<file path="config.mk">
export PLATFORM = sky130hd
export DESIGN_NAME = point_counter_ssd_driver
export DESIGN_NICKNAME = d
export VERILOG_FILES = /design/src/rtl/point_counter_ssd_driver.sv
export SDC_FILE = /design/constraint.sdc
export NUM_CORES = 1
export LEC_CHECK = 0
export CAP_MARGIN = 20
export CELL_PAD_IN_SITES_DETAIL_PLACEMENT = 1
export CELL_PAD_IN_SITES_GLOBAL_PLACEMENT = 1
export CORE_MARGIN = 2
export CORE_UTILIZATION = 25
export DETAILED_ROUTE_END_ITERATION = 8
export DONT_BUFFER_PORTS = 1
export MAX_ROUTING_LAYER = met4
export PLACE_DENSITY = 0.52
export SLEW_MARGIN = 10
export SYNTH_ARGS = -nofsm -noshare
export SYNTH_HDL_FRONTEND = slang
export SYNTH_SLANG_ARGS = --single-unit
</file>
<file path="constraint.sdc">
create_clock -name clk -period 2.6 [get_ports clk]
set_input_delay 0.13 -clock clk [delete_from_list [all_inputs] [get_ports clk]]
set_output_delay 0.13 -clock clk [all_outputs]
set_load 0.03 [all_outputs]
</file>
<file path="src/rtl/point_counter_ssd_driver.sv">
// Four-digit saturating BCD point counter with active-low seven-segment encoding,
// leading-zero blanking and a rotating digit select for the downstream SSD mux.
module point_counter_ssd_driver #(
    parameter int unsigned REFRESH_DIV = 100000,
    parameter bit          BLANK_LZ    = 1'b1
) (
    input  logic        clk,
    input  logic        rst,
    input  logic        inc,
    input  logic        dec,
    input  logic        clr,
    output logic [15:0] bcd,
    output logic        at_max,
    output logic        at_min,
    output logic [7:0]  display0,
    output logic [7:0]  display1,
    output logic [7:0]  display2,
    output logic [7:0]  display3,
    output logic [1:0]  ssd_ctl
);

    localparam int unsigned CntW = (REFRESH_DIV > 1) ? $clog2(REFRESH_DIV) : 1;
    localparam logic [CntW-1:0] CntLast = CntW'(REFRESH_DIV - 1);

    localparam logic [7:0] SegBlank = 8'hFF;
    localparam logic [7:0] SegZero  = 8'h03;

    logic [15:0]     bcd_q, bcd_d, bcd_inc, bcd_dec;
    logic [CntW-1:0] refresh_q;
    logic [1:0]      ssd_ctl_q;
    logic [7:0]      disp0_q, disp1_q, disp2_q, disp3_q;
    logic [7:0]      seg0_d, seg1_d, seg2_d, seg3_d;
    logic            carry, borrow;
    logic            blank1, blank2, blank3;

    function automatic logic [7:0] seg_encode(input logic [3:0] digit);
        logic [7:0] seg;
        case (digit)
            4'd0:    seg = 8'h03;
            4'd1:    seg = 8'h9F;
            4'd2:    seg = 8'h25;
            4'd3:    seg = 8'h0D;
            4'd4:    seg = 8'h99;
            4'd5:    seg = 8'h49;
            4'd6:    seg = 8'h41;
            4'd7:    seg = 8'h1F;
            4'd8:    seg = 8'h01;
            4'd9:    seg = 8'h09;
            default: seg = SegBlank;
        endcase
        return seg;
    endfunction

    assign at_max = (bcd_q == 16'h9999);
    assign at_min = (bcd_q == 16'h0000);

    // Ripple increment: carry walks through every digit in the same cycle.
    always_comb begin
        bcd_inc = bcd_q;
        carry   = 1'b1;
        for (int i = 0; i < 4; i++) begin
            if (carry) begin
                if (bcd_q[4*i +: 4] == 4'd9) begin
                    bcd_inc[4*i +: 4] = 4'd0;
                end else begin
                    bcd_inc[4*i +: 4] = bcd_q[4*i +: 4] + 4'd1;
                    carry             = 1'b0;
                end
            end
        end
    end

    always_comb begin
        bcd_dec = bcd_q;
        borrow  = 1'b1;
        for (int i = 0; i < 4; i++) begin
            if (borrow) begin
                if (bcd_q[4*i +: 4] == 4'd0) begin
                    bcd_dec[4*i +: 4] = 4'd9;
                end else begin
                    bcd_dec[4*i +: 4] = bcd_q[4*i +: 4] - 4'd1;
                    borrow            = 1'b0;
                end
            end
        end
    end

    always_comb begin
        bcd_d = bcd_q;
        if (clr) begin
            bcd_d = 16'h0000;
        end else if (inc && !dec && !at_max) begin
            bcd_d = bcd_inc;
        end else if (dec && !inc && !at_min) begin
            bcd_d = bcd_dec;
        end
    end

    // A digit blanks only when it and every more-significant digit are zero.
    always_comb begin
        blank3 = BLANK_LZ && (bcd_q[15:12] == 4'd0);
        blank2 = blank3 && (bcd_q[11:8] == 4'd0);
        blank1 = blank2 && (bcd_q[7:4] == 4'd0);
        seg0_d = seg_encode(bcd_q[3:0]);
        seg1_d = blank1 ? SegBlank : seg_encode(bcd_q[7:4]);
        seg2_d = blank2 ? SegBlank : seg_encode(bcd_q[11:8]);
        seg3_d = blank3 ? SegBlank : seg_encode(bcd_q[15:12]);
    end

    always_ff @(posedge clk) begin
        if (rst) begin
            bcd_q     <= 16'h0000;
            refresh_q <= '0;
            ssd_ctl_q <= 2'd0;
            disp0_q   <= SegZero;
            disp1_q   <= BLANK_LZ ? SegBlank : SegZero;
            disp2_q   <= BLANK_LZ ? SegBlank : SegZero;
            disp3_q   <= BLANK_LZ ? SegBlank : SegZero;
        end else begin
            bcd_q   <= bcd_d;
            disp0_q <= seg0_d;
            disp1_q <= seg1_d;
            disp2_q <= seg2_d;
            disp3_q <= seg3_d;
            if (refresh_q == CntLast) begin
                refresh_q <= '0;
                ssd_ctl_q <= ssd_ctl_q + 2'd1;
            end else begin
                refresh_q <= refresh_q + 1'b1;
            end
        end
    end

    assign bcd      = bcd_q;
    assign display0 = disp0_q;
    assign display1 = disp1_q;
    assign display2 = disp2_q;
    assign display3 = disp3_q;
    assign ssd_ctl  = ssd_ctl_q;

endmodule

</file>
Yosys cells after proc, flatten, opt, wreduce, memory -nomap -nowiden
Memory sizes are Yosys's and may differ from the RTL's. A register that Yosys moved wholly into a read port is not among the register bits.
Cells that the tools add are included.
- equal/unequal tests: 9
- divide/modulo/power cells: 0
- bitwise operators: 0
- mux-type cells: 26
- order comparisons: 0
- $mul: 0
- $add $sub $neg: 10
- shifts and indexed selects: 0
- reduce and logical (&&, ||, !) cells: 27
- operators by type and width (cell ; count):
    2-to-1 mux 4 bit ; 14
    2-to-1 mux 16 bit ; 2
    adder 17 x 1 -> 17 bit (second input constant) ; 1
    == test 17 bit (second input constant) ; 1
    adder 4 x 1 -> 4 bit (second input constant) ; 4
    == test 16 bit (second input constant) ; 1
    == test 4 bit (second input constant) ; 4
    logical NOT 16 bit ; 1
    logical NOT 4 bit ; 4
    subtractor 4 x 1 -> 4 bit (second input constant) ; 4
    2-to-1 mux 1 bit ; 10
    OR reduction 2 bit ; 5
    AND reduction 3 bit ; 3
    nonzero test 2 bit ; 4
    logical AND 1 bit ; 6
    != test 2 bit (second input constant) ; 3
    logical NOT 1 bit ; 4
    adder 2 x 1 -> 2 bit (second input constant) ; 1
- bits in latches: 0
- ROM bits: 448
- bits in writable memories: 0
- memories: 4
- output and inout port bits: 52
- bits in registers: 67
- memory list (memory ; words ; bits a word ; read ports ; clocked after Yosys merged registers in ; wr ports ; line ; text):
    (name not given) ; 16 ; 7 ; 1 ; 1 ; 0 ; 38 ; case (digit)
    (name not given) ; 16 ; 7 ; 1 ; 1 ; 0 ; 38 ;
    (name not given) ; 16 ; 7 ; 1 ; 1 ; 0 ; 38 ;
    (name not given) ; 16 ; 7 ; 1 ; 1 ; 0 ; 38 ;

Depth between registers and ports, before layout
Gate-level depths: netlist of the first run.
- depth after elaboration: 7
- depth in mapped cells: 9
- gate-level depth less buffers: 7

Least setup slack after synthesis of the first run
No wires, ideal clock.
- path type: reg2reg
- start point: reg bcd_q[1], in the netlist bcd[1]
- end point: reg bcd_q[4], in the netlist bcd[4]
- clock period less this slack: 2.326 ns
- slack: 0.274 ns
- stages on the path, launching flop included: 9
- data arrival time: 2.252 ns
- required time: 2.526 ns
- library setup time: 0.074 ns
- path through: dfxtp_1 > clkbuf_1 > inv_1 > ha_1 > nor3b_2 > a41oi_1 > o2bb2ai_1 > o21ai_0 > a31oi_1
- word-level cells in the longest chain between the ends: 5
- ends and longest elaborated chain (what ; line ; text):
    start: declaration ; 28 ; logic [15:0] bcd_q, bcd_d, bcd_inc, bcd_dec;
    start signal: assignment ; 112 ; bcd_q <= 16'h0000;
    start signal: assignment ; 120 ; bcd_q <= bcd_d;
    == test 16 bit / logical NOT 16 bit (equally long branches) ; 54, 55 ;
    logical NOT 1 bit (on tied branches) ; 92, 94 ;
    logical AND 1 bit (on tied branches) ; 92, 94 ;
    != test 2 bit (no line) / nonzero test 2 bit (equally long branches) ; n/a ;
    AND reduction 3 bit (no line) ; n/a ;
Several ways; a longest one is shown, not always the timed one.
A chain may end at the register's enable or synchronous reset.

Final worst setup path of the first run
- start point: reg bcd_q[12], in the netlist bcd[12]
- end point: out at_min
- word-level cells in the longest chain between the ends: 1
- ends and longest elaborated chain (what ; line ; text):
    logical NOT 16 bit ; 55 ; assign at_min = (bcd_q == 16'h0000);
    end: declaration ; 14 ; output logic at_min,
No other way between the ends.

==> results of run 1 <==
[registers in the layout, summed over array words and instances (netlist names)]
register	count
refresh_q	17
ssd_ctl	2
bcd	16
display1	7
display3	7
display2	7
display0	7
[synthesized netlist by cell type, drive strengths merged, types with 2 or more instances]
cell type | count | area share [%]
buf | 12 | 2.6
o22ai | 3 | 0.55
xor2 | 15 | 3.8
nand4 | 5 | 0.91
dfxtp | 63 | 37
nor4bb | 2 | 0.58
inv | 21 | 2.3
o31ai | 4 | 0.87
and2 | 2 | 0.36
nor2b | 5 | 0.91
o41ai | 2 | 1.1
nand3b | 5 | 1.8
o21ai | 32 | 4.7
nand3 | 9 | 1.3
mux2i | 2 | 0.58
a211o | 2 | 0.51
o21bai | 6 | 1.3
a211oi | 3 | 0.66
nor3 | 9 | 1.3
nor3b | 5 | 1.6
and4 | 4 | 1.0
or3b | 2 | 0.51
o211ai | 3 | 0.66
ha | 21 | 7.7
or2 | 3 | 0.55
nand2b | 5 | 0.91
o311a | 3 | 0.87
nor2 | 49 | 5.4
a31oi | 6 | 1.1
clkbuf | 12 | 1.3
o32ai | 2 | 0.73
xnor2 | 11 | 2.8
a21oi | 28 | 4.1
nand2 | 33 | 3.6
[logic make-up after synthesis]
family	after synthesis	share of synthesized area (%)
other	1	0.109
XOR/XNOR	26	6.63
buffers and inverters	45	6.23
AO/OA/AOI/OAI	105	20.2
AND/OR/NAND/NOR	142	21.5
multiplexers	3	0.911
adder cells (fa/ha/maj)	21	7.65
flip-flops	63	36.7
[worst paths after layout]
path / start / endpoint / slack [ps] / cells after the start
max: bcd[12] / at_min / 220 / 5
min: rst / bcd[3] / 120 / 2
max reg2reg: bcd[8] / bcd[6] / 290 / 7
min reg2reg: refresh_q[0] / refresh_q[0] / 450 / 1
[final cells by class]
class	instances	area [µm²]
fillers	1579	9260
repair buffers	26	200
flip-flops and latches	63	1260
clock buffers	9	225
clock inverters	7	120
multi-input cells	301	1980
well taps	176	220
inverters	21	78.8
[per-layer routing]
metal / track usage, % / vias up / wire [µm]
met4: 3.88 / 0 / 116
met3: 5.22 / 10 / 480
met1: 17.7 / 1401 / 4540
met5: - / - / 0
met2: 22.1 / 39 / 4430
li1: - / 1438 / -
[power breakdown]
| group | internal (µW) | switching (µW) |
|---|---|---|
| Clock | 939 | 471 |
| Combinational | 104 | 187 |
| Sequential | 1010 | 82.0 |
| Total | 2050 | 740 |
[stage by stage]
stage | cells | utilization [%] | cell area (µm²) | worst slack, ps
global placement | 585 | 27.8 | 3710 | 331
finish | 603 | 30.6 | 4090 | 218
detailed placement | 585 | 27.8 | 3710 | 228
CTS | 603 | 30.5 | 4080 | 111
global route | 603 | 30.6 | 4090 | 57.7
floorplan | 409 | - | 3450 | 274
[timing repair]
item / CTS / global route
setup endpoints to repair: 0 / 4
hold endpoints to repair: 20 / 0
hold buffers: 2 / 0
gates resized for setup: 0 / 2
==> flow_metrics.py, run 1 <==
metrics = {
    "grt": {
        "grt_util_all_layers_pct": 14.3,
        "antenna_found_initial": 0,
        "grt_start_max_net_pins": 17,
        "grt_pass1_wl_um": 16000,
        "grt_pass1_vias": 3036,
        "grt_overflow": 0,
    },
    "clock_tree": {
        "postCtsSetupBuffers": 0,
        "h-tree-depth": 3,
        "cts_made_buffers": 9,
        "cts.sinks": 63,
        "cts_tree": "done",
        "clk_pin_slew_ps": 60,
        "clk_latency_ps": 340,
        "cts_buffer_depth": 2,
        "clockRootBuffer": "clkbuf_16",
    },
    "detailed_routing": {
        "via_per_inst": 4.79,
        "wl_per_cell_um": 15.9,
        "vias": 2888,
        "wl_um": 9570,
        "dr.pass1.iters": 4,
        "ant_nets": 0,
        "drt_iter0_drc": 119,
        "drc": 0,
    },
    "die": {
        "ios": 57,
        "start_util_pct": 25.7,
        "core_um2": 13300,
        "dieArea_um2": 14700,
        "rows": 42,
        "die_h_um": 121,
        "die_width_um": 121,
    },
    "final_layout": {
        "layout_commonest_cell": "dfxtp_1",
        "fin_nets": 448,
        "n_antenna_cell": 0,
        "area_delta_synth_final_pct": 18.9,
        "final_cell_mix": "dfxtp_1, nor2_1, nand2_1",
        "drive_gt1_share_pct": 12.9,
    },
    "place": {
        "dp_hpwl_um": 6980,
        "gp_congestion": 0.760,
        "io_buffers": 0,
    },
    "sta": {
        "worst_pin_slew_ps": 740,
        "slew-limit-headroom_pct": 50.5,
        "holdWs_ps": 124,
        "fin_crit_sh_pct": 91.6,
        "fin_skew_ps": 7.21,
        "rsz0062_at_grt": "no",
        "maxSlewViolCount": 0,
        "setup_tns_ps": 0,
        "hold_violations": 0,
        "finalSetupViolCount": 0,
        "max_freq_mhz": 420,
        "final.min_clock_period_ps": 2380,
    },
    "yosys": {
        "yosys.cell_types.count": 59,
        "synth.avg_cell_area_um2": 8.46,
        "synth_area_um2": 3430,
        "synth-seq-cells": 63,
        "ys.flop_type": "dfxtp_1",
        "ys_warn_count": 0,
        "synth-edff-count": 0,
        "synthesis.instances": 406,
        "ys_seq_area_share_pct": 36.7,
        "async_reset_ff_share_pct": 0,
    },
    "worst_setup_path": {
        "cp.arrival_ps": 2250,
        "start_kind": "register",
        "crit_type": "register to output port",
        "end_kind": "output port",
        "cp_slowest_stage_delay_ps": 530,
        "path_delay_family": "simple AND/OR/NAND/NOR gates",
        "worst_path_max_delay_cell": "or3b_2",
        "crit_buf_inv": 1,
        "worst-path-max-fanout": 8,
        "path_cells": "inv_1 -> ha_1 -> or3b_2 -> nor2_1 -> and3_2",
        "critPathRequiredTime_ps": 2470,
    },
    "power": {
        "leakage_uw": 0.00163,
        "ir_drop_mv": 0.274,
        "power_uw": 2790,
        "power_density_nw_per_um2": 683,
    },
    "min_path": {
        "min_path_type": "input port to register",
    },
    "run": {
        "cap_violations": 0,
    },
    "run_status": {
        "status": "finished clean",
    },
}
No activity file was read; power rests on OpenSTA's default activity.
==> inputs of run 2 (changes only) <==
--- a/config.mk
+++ b/config.mk
@@ -8,7 +8,7 @@
 export CAP_MARGIN = 20
 export CELL_PAD_IN_SITES_DETAIL_PLACEMENT = 1
 export CELL_PAD_IN_SITES_GLOBAL_PLACEMENT = 1
-export CORE_MARGIN = 2
+export CORE_MARGIN = 1.5
 export CORE_UTILIZATION = 25
 export DETAILED_ROUTE_END_ITERATION = 8
 export DONT_BUFFER_PORTS = 1
==> run 2 against run 1 <==
Net effect: final cell count fell by 0.33%; critical path type unchanged; sequential share of layout area grew 0.52 points; routed wire length down 1.1%; via count shrank 0.45%; clock-buffer cell count increased by 3; register-to-register slack is essentially flat; critical path depth unchanged; sequential power is essentially flat; clock skew fell by 2.4 ps; first-iteration DRC count fell by 40%; utilization is 0.51 points lower; critical endpoint unchanged.
==> flow_metrics.py, run 2 (same netlist as run 1, synthesis figures left out) <==
metrics = {
    "place": {
        "dp_cells": 584,
        "place_ws_ps": 206,
        "dp_hpwl_um": 6910,
        "gp_congestion": 0.770,
        "io_buffers": 0,
        "placed_cell_area_um2": 3700,
    },
    "final_layout": {
        "final_cells": 601,
        "fill_cells": 1582,
        "largest_register_ffs": 17,
        "fin_nets": 446,
        "area_delta_synth_final_pct": 17.0,
        "post-route-util_pct": 30.1,
        "final_area_um2": 4020,
        "final_cell_mix": "dfxtp_1, nor2_1, nand2_1",
        "drive_gt1_share_pct": 12.2,
        "layout_commonest_cell": "dfxtp_1",
        "n_antenna_cell": 0,
        "largest_register": "refresh_q",
    },
    "detailed_routing": {
        "drc": 0,
        "ant_nets": 0,
        "via_per_inst": 4.78,
        "wl_per_cell_um": 15.7,
        "wl_um": 9460,
        "vias": 2875,
        "drt_iter0_drc": 71,
        "dr.pass1.iters": 5,
    },
    "power": {
        "power_density_nw_per_um2": 641,
        "ir_drop_mv": 0.251,
        "leakage_uw": 0.00160,
    },
    "grt": {
        "grt_util_all_layers_pct": 14.2,
        "grt_pass1_wl_um": 15500,
        "busiest_layer": "met2",
        "grt_use_met2_pct": 22.7,
        "grt_overflow": 0,
        "grt_util_met1_pct": 17.0,
        "grt_pass1_vias": 2992,
        "antenna_found_initial": 0,
        "met3_usage_pct": 4.15,
        "grt_start_max_net_pins": 17,
    },
    "sta": {
        "rsz0062_at_grt": "no",
        "max_freq_mhz": 412,
        "maxSlewViolCount": 0,
        "slew-limit-headroom_pct": 46.2,
        "final.min_clock_period_ps": 2430,
        "worst_slack_ps": 172,
        "fin_skew_ps": 4.85,
        "finalSetupViolCount": 0,
        "setup_tns_ps": 0,
        "hold_violations": 0,
        "fin_crit_sh_pct": 93.4,
        "worst_pin_slew_ps": 804,
    },
    "run": {
        "cap_violations": 0,
    },
    "die": {
        "dieArea_um2": 14500,
        "die_h_um": 120,
        "rows": 42,
        "start_util_pct": 25.7,
        "ios": 57,
        "core_um2": 13300,
        "die_width_um": 120,
    },
    "min_path": {
        "min_path_type": "input port to register",
    },
    "clock_tree": {
        "cts.sinks": 63,
        "clockRootBuffer": "clkbuf_16",
        "postCtsSetupBuffers": 0,
        "cts_made_buffers": 9,
        "h-tree-depth": 3,
        "cts_buffer_depth": 2,
        "cts_tree": "done",
        "clk_latency_ps": 330,
        "clk_pin_slew_ps": 50,
    },
    "worst_setup_path": {
        "end_kind": "output port",
        "worst-path-max-fanout": 8,
        "crit_type": "register to output port",
        "start_kind": "register",
        "cp.arrival_ps": 2300,
        "critPathRequiredTime_ps": 2470,
    },
    "run_status": {
        "status": "finished clean",
    },
}
-- run 2: timing repair --
action	4_1_cts	5_1_grt
hold endpoints to repair	19	0
hold buffers	1	0
resized for setup	0	2
endpoints found under the setup margin	0	4
-- run 2: worst max-delay path, stage by stage, from the launching register on --
cell	delay (ps)
dfxtp_1	380
inv_1	110
ha_1	330
or3b_2	540
nor2_1	210
and3_1	400
-- run 2: metal layers --
layer	share of wire, %	wire (µm)
met2	49	4600
met3	3.7	353
met4	1.4	134
met1	46	4370
met5	0	0
-- run 2: cell type report --
class / count / area [µm²] / area share (%)
clock buffer: 12 / 246 / 6.14
multi-input combinational: 301 / 1980 / 49.4
timing repair buffer: 24 / 183 / 4.55
tap: 176 / 220 / 5.48
sequential: 63 / 1260 / 31.4
inverter: 21 / 78.8 / 1.96
clock inverter: 4 / 45.0 / 1.12
-- run 2: worst paths after layout --
path / startpoint / endpoint / slack [ps] / cells after the start
hold reg to reg: refresh_q[0] / refresh_q[0] / 460 / 1
setup reg to reg: bcd[12] / bcd[11] / 290 / 6
setup / recovery: bcd[12] / at_min / 170 / 5
hold / removal: rst / display0[7] / 20 / 2
-- run 2: report_power, final --
group | switching, µW | leakage (µW) | internal (µW)
clock network | 434 | 0.000146 | 763
registers | 84.6 | 0.000512 | 1010
logic | 184 | 0.000945 | 102
-- run 2: stage by stage --
stage / hold slack (ps) / power, µW
floorplan: 380 / 1320
global placement: 204 / 1390
detailed placement: 207 / 1400
CTS: 10.3 / 2620
global route: 40.5 / 2700
finish: 20.7 / 2580
